$ cat config.mk
export PLATFORM = sky130hd
export DESIGN_NAME = pc_fetch_sequencer_flat
export DESIGN_NICKNAME = d
export VERILOG_FILES = /design/src/rtl/pc_fetch_sequencer_if.sv /design/src/rtl/pc_fetch_sequencer.sv /design/src/flat_wrapper.sv
export SDC_FILE = /design/constraint.sdc
export NUM_CORES = 1
export LEC_CHECK = 0
export CORE_AREA = 2 2 166 168
export CTS_CLUSTER_SIZE = 28
export DETAILED_ROUTE_END_ITERATION = 7
export DIE_AREA = 0 0 168 170
export PLACE_DENSITY = 0.82
export SLEW_MARGIN = 20
export SYNTH_ARGS = -nofsm -noshare
export SYNTH_HDL_FRONTEND = slang
export SYNTH_SLANG_ARGS = --single-unit
$ cat constraint.sdc
create_clock -name CLK -period 8.5 [get_ports CLK]
set_input_delay 2.55 -clock CLK [delete_from_list [all_inputs] [get_ports CLK]]
set_output_delay 2.55 -clock CLK [all_outputs]
set_load 0.1 [all_outputs]
$ cat src/rtl/pc_fetch_sequencer_if.sv
// Fetch sequencer bus: instruction-memory request/response, decode handoff and
// execute-stage branch resolution, plus the architectural PC/count observers.
interface pc_fetch_sequencer_if;
   logic [63:0] StartPC;
   logic [63:0] BusImm;
   logic        Branch;
   logic        Uncondbranch;
   logic        ALUZero;
   logic        ExecValid;
   logic        IReqValid;
   logic [63:0] IReqAddr;
   logic        IRespValid;
   logic [31:0] IRespData;
   logic        InstrValid;
   logic        InstrReady;
   logic [31:0] Instr;
   logic [63:0] InstrPC;
   logic [63:0] CurrentPC;
   logic [31:0] InstrCount;

   modport master (
      input  StartPC, BusImm, Branch, Uncondbranch, ALUZero, ExecValid,
             IRespValid, IRespData, InstrReady,
      output IReqValid, IReqAddr, InstrValid, Instr, InstrPC, CurrentPC, InstrCount
   );

   modport slave (
      output StartPC, BusImm, Branch, Uncondbranch, ALUZero, ExecValid,
             IRespValid, IRespData, InstrReady,
      input  IReqValid, IReqAddr, InstrValid, Instr, InstrPC, CurrentPC, InstrCount
   );
endinterface

$ cat src/rtl/pc_fetch_sequencer.sv
// Single-issue fetch sequencer: requests one instruction, hands it to decode,
// then waits for execute to resolve the next PC before fetching again.
module pc_fetch_sequencer (
   input logic                  CLK,
   input logic                  Reset_L,
   pc_fetch_sequencer_if.master bus
);

   localparam logic [2:0] IDLE    = 3'd0;
   localparam logic [2:0] FETCH   = 3'd1;
   localparam logic [2:0] WAIT    = 3'd2;
   localparam logic [2:0] ISSUE   = 3'd3;
   localparam logic [2:0] RESOLVE = 3'd4;

   logic [2:0]  state;
   logic [2:0]  state_next;
   logic [63:0] current_pc;
   logic [63:0] instr_pc;
   logic [31:0] instr;
   logic [31:0] instr_count;
   logic        taken;
   logic [63:0] pc_step;
   logic [63:0] next_pc;

   // A B overrides CBZ, so Uncondbranch alone is enough to redirect.
   always_comb begin
      taken   = bus.Uncondbranch | (bus.Branch & bus.ALUZero);
      pc_step = taken ? bus.BusImm : 64'd4;
      next_pc = current_pc + pc_step;
   end

   always_comb begin
      state_next = state;
      case (state)
         IDLE:    state_next = FETCH;
         FETCH:   state_next = WAIT;
         WAIT:    if (bus.IRespValid) state_next = ISSUE;
         ISSUE:   if (bus.InstrReady) state_next = RESOLVE;
         RESOLVE: if (bus.ExecValid)  state_next = FETCH;
         default: state_next = IDLE;
      endcase
   end

   // Responses and branch results only land in their own state, which also
   // drops any response left over from a request issued before reset.
   always_ff @(posedge CLK) begin
      if (!Reset_L) begin
         state       <= IDLE;
         current_pc  <= bus.StartPC;
         instr       <= 32'd0;
         instr_pc    <= 64'd0;
         instr_count <= 32'd0;
      end else begin
         state <= state_next;
         if (state == WAIT && bus.IRespValid) begin
            instr    <= bus.IRespData;
            instr_pc <= current_pc;
         end
         if (state == ISSUE && bus.InstrReady)
            instr_count <= instr_count + 32'd1;
         if (state == RESOLVE && bus.ExecValid)
            current_pc <= next_pc;
      end
   end

   assign bus.IReqValid  = (state == FETCH);
   assign bus.IReqAddr   = current_pc;
   assign bus.InstrValid = (state == ISSUE);
   assign bus.Instr      = instr;
   assign bus.InstrPC    = instr_pc;
   assign bus.CurrentPC  = current_pc;
   assign bus.InstrCount = instr_count;

endmodule
$ cat src/flat_wrapper.sv
// flat-port wrapper written by rule: the top's interface ports become plain ports
module pc_fetch_sequencer_flat 
  (CLK, Reset_L, bus_StartPC, bus_BusImm, bus_Branch, bus_Uncondbranch, bus_ALUZero, bus_ExecValid, bus_IRespValid, bus_IRespData, bus_InstrReady, bus_IReqValid, bus_IReqAddr, bus_InstrValid, bus_Instr, bus_InstrPC, bus_CurrentPC, bus_InstrCount);
  pc_fetch_sequencer_if bus_i ();
  input logic CLK;
  input logic Reset_L;
  input wire logic [$bits(bus_i.StartPC)-1:0] bus_StartPC;
  input wire logic [$bits(bus_i.BusImm)-1:0] bus_BusImm;
  input wire logic [$bits(bus_i.Branch)-1:0] bus_Branch;
  input wire logic [$bits(bus_i.Uncondbranch)-1:0] bus_Uncondbranch;
  input wire logic [$bits(bus_i.ALUZero)-1:0] bus_ALUZero;
  input wire logic [$bits(bus_i.ExecValid)-1:0] bus_ExecValid;
  input wire logic [$bits(bus_i.IRespValid)-1:0] bus_IRespValid;
  input wire logic [$bits(bus_i.IRespData)-1:0] bus_IRespData;
  input wire logic [$bits(bus_i.InstrReady)-1:0] bus_InstrReady;
  output wire logic [$bits(bus_i.IReqValid)-1:0] bus_IReqValid;
  output wire logic [$bits(bus_i.IReqAddr)-1:0] bus_IReqAddr;
  output wire logic [$bits(bus_i.InstrValid)-1:0] bus_InstrValid;
  output wire logic [$bits(bus_i.Instr)-1:0] bus_Instr;
  output wire logic [$bits(bus_i.InstrPC)-1:0] bus_InstrPC;
  output wire logic [$bits(bus_i.CurrentPC)-1:0] bus_CurrentPC;
  output wire logic [$bits(bus_i.InstrCount)-1:0] bus_InstrCount;
  assign bus_i.StartPC = bus_StartPC;
  assign bus_i.BusImm = bus_BusImm;
  assign bus_i.Branch = bus_Branch;
  assign bus_i.Uncondbranch = bus_Uncondbranch;
  assign bus_i.ALUZero = bus_ALUZero;
  assign bus_i.ExecValid = bus_ExecValid;
  assign bus_i.IRespValid = bus_IRespValid;
  assign bus_i.IRespData = bus_IRespData;
  assign bus_i.InstrReady = bus_InstrReady;
  assign bus_IReqValid = bus_i.IReqValid;
  assign bus_IReqAddr = bus_i.IReqAddr;
  assign bus_InstrValid = bus_i.InstrValid;
  assign bus_Instr = bus_i.Instr;
  assign bus_InstrPC = bus_i.InstrPC;
  assign bus_CurrentPC = bus_i.CurrentPC;
  assign bus_InstrCount = bus_i.InstrCount;
  pc_fetch_sequencer u_core (.CLK(CLK), .Reset_L(Reset_L), .bus(bus_i));
endmodule
==> summary.md <==
| Metric | Value |
|---|---|
| Die Y | ~170 um |
| Clk_lat worst skew | 450 ps |
| Final Hold Vio Count | 0 |
| CTS tree | yes |
| Hold Crit Class | register to register |
| Final period util | 0.745 |
| Largest net degree at the start of global routing | 97 |
| Commonest non-fill, non-tap cell in the layout | clkdlybuf4s50_1 |
| Root Buffer | clkbuf_16 |
| Max_cap viols | 0 |
| Final nets | 2015 |
| Sequential-to-total area share from yosys stat | 0.367 |
| DR vias | 11899 |
| Final cell utilization of the core | 0.636 |
| GRT Total Usage | 0.266 |
| RSZ-0062 raised after global routing | no |
| Core area | 26700 um2 |
| Number of setup violations in the final report | 0 |
| Io pins | 426 |
| Post-Syn Area per Cell | 8.37 um2 |
| Number of synthesized flops with an enable pin | 64 |
| Routed wire per std cell | 18.3 um |
| Worst path slowest cell | or4_1 |
| Area Overhead vs Synth | 36.9% |
| Crit path launch type | input port |
| Endpoint class of the critical path | register |
| Sink Count | 195 |
| Area occupied by multi-input gates | approximately 7000 um2 |
| PortBufs | 425 |
| CTS Buf Count | 17 |
| Yosys warns | 0 |
| Library cells used by synthesis | 76 |
| R2r setup slk | 4810 ps |
| Post-Syn Area | 12400 um2 |
| First-pass GRT wire length | 60.7 mm |
| Asr flop ratio synth | 0 |
| Synthesized flop and latch total | 195 |
| Setup ws final | between 2000 and 2500 ps |
| Setup bufs post-CTS | 0 |
| Register area | 4540 um2 |
| Commonest non-fill, non-tap cells in the layout | clkdlybuf4s50_1, nand2_1, a21oi_1 |
| Via density | 5.56 |
| RD Place Congestion | approximately 0.93 |
| Max frequency | 158 MHz |
| Pre-CTS setup slack | between 1500 and 2000 ps |
| PD cells | 233 nW/um2 |
| Total die area | approximately 29000 um2 |
| Detailed placement HPWL | around 30 mm |
| Total gr overflow | 0 |
| Worst-Margin Slew | ~1100 ps |
| Routed WL | ~39 mm |
| Leak Pwr | 6.46 nW |
| Residual DRC | 0 |
| H-Tree Depth | 4 |
| Layout cells sized above 1 | 0.0607 |
| Final clock skew | 16.4 ps |
| Hold slack | 456 ps |
| Max clock buf depth | 2 |
| Initial antenna violation count | 4 |
| Setup TNS | 0 ps |
| Crit Path Category | input port to register |
| Fillers | 2216 |
| Placed Instances | 2103 |
| CP max FO | 28 |
| Post-route ant nets | 0 |
| WP data arrival | about 6600 ps |
| Die W | 168 um |
| Max-slew headroom | 0.294 |
| Status | finished clean |
| Layout Cells excl Fill | 2140 |
| Peak VDD IR | 0.155 mV |
| Top FF cell, synth | dfxtp_1 |
| FP Rows | 60 |
| Slowest Stage Delay on Critical Path | 560 ps |
| Cells after Synth | 1478 |
| Crit path cell chain | clkdlybuf4s50_1 -> a21oi_4 -> buf_4 -> nor2b_1 -> ha_1 -> o211ai_1 -> o21ai_0 -> nand4_1 -> o21ai_0 -> nand3_1 -> a31oi_1 -> a21oi_1 -> or4_1 -> nand3_1 |
| TritonRoute pass-1 iters | 8 |
| Initial Utilization | 0.464 |
| Final Max Slew Viols | 0 |
| Clock transition at path regs | 80 ps |
| Req. time, crit path | 8800 ps |
| Resized Gates After CTS | 0 |
| Number of global-route vias before repair | approximately 11000 |
| 1st-iter DRT viols | between 800 and 900 |
| Hold-fix buffers, CTS | 0 |
| Period minus WS final | ~6300 ps |
| Post-Syn Nets | 1711 |
[cell type report]
class | count | share of cell area
tap | 341 | 0.0252
multi-input combinational | 1118 | 0.409
inverter | 18 | 0.00414
clock inverter | 15 | 0.0126
antenna | 4 | 0.000591
timing repair buffer | 432 | 0.255
sequential | 195 | 0.268
clock buffer | 17 | 0.0251
[registers in the layout, summed over array words and instances (netlist names)]
register	count
u_core.bus.CurrentPC	64
u_core.bus.InstrCount	32
u_core.bus.InstrPC	64
u_core.bus.Instr	32
u_core.state	3
[metrics by stage]
step / area, um2 / power (mW)
CTS: 16900 / 3.95
detailed placement: 16300 / 3.07
global placement: 16300 / 3.05
finish: 16900 / 3.95
global route: 16900 / 4.10
floorplan: 12400 / 2.66
[logic make-up (layout without fill, tap and decap cells)]
kind of cell | count (synthesis) | in the layout | share of synthesized area
simple gates | 578 | 578 | 0.220
compound gates | 353 | 353 | 0.175
flops | 195 | 195 | 0.367
buf+inv | 165 | 482 | 0.0755
xor+xnor | 73 | 73 | 0.0517
fa+ha+maj | 65 | 65 | 0.0663
mux | 49 | 49 | 0.0443
other cells | 0 | 4 | 0
[worst max-delay path: cells and delay by family]
family,cells,cell delay (ps)
compound gates,6,1740
fa+ha+maj,1,380
buf+inv,2,800
simple gates,5,1130
[synth_stat cells (all sizes together) (18+ instances only)]
cell    number  share of area
a21oi      175          0.071
dfxtp      131           0.21
nand3       33          0.013
buf         83          0.051
xor2        35          0.025
a21o        55          0.034
edfxtp      64           0.16
mux2        46          0.042
o21ai       44          0.018
inv         18         0.0055
nor2        85          0.026
ha          64          0.065
clkbuf      64          0.020
xnor2       38          0.027
nand2      273          0.083
nor2b       67          0.034
nand4       33          0.017
[worst paths after layout]
path	cells past startpoint	end	startpoint
min reg2reg	2	u_core.bus.InstrPC[23]	u_core.bus.InstrPC[23]
min	2	u_core.bus.InstrPC[23]	u_core.bus.InstrPC[23]
max reg2reg	10	u_core.bus.CurrentPC[59]	u_core.bus.CurrentPC[7]
max	14	u_core.bus.CurrentPC[59]	bus_ALUZero
[per-layer routing]
| layer | vias up | global-route usage | routed length, um | part of all wire |
|---|---|---|---|---|
| met4 | 0 | 0.0964 | 1150 | 0.029 |
| met1 | 5570 | 0.326 | 16200 | 0.41 |
| met3 | 82 | 0.0458 | 2680 | 0.068 |
| met5 | - | 0 | 0 | 0 |
| li1 | 5743 | - | - | - |
| met2 | 504 | 0.471 | 19300 | 0.49 |
[power by group]
part	internal [mW]	leakage [nW]	switching (mW)	total (mW)
combinational	0.559	4.46	1.36	1.92
clock	0.417	0.308	0.465	0.881
sequential	1.06	1.69	0.0884	1.15
total	2.03	6.46	1.91	3.95
Note: power is estimated with default switching activity, not from simulation.
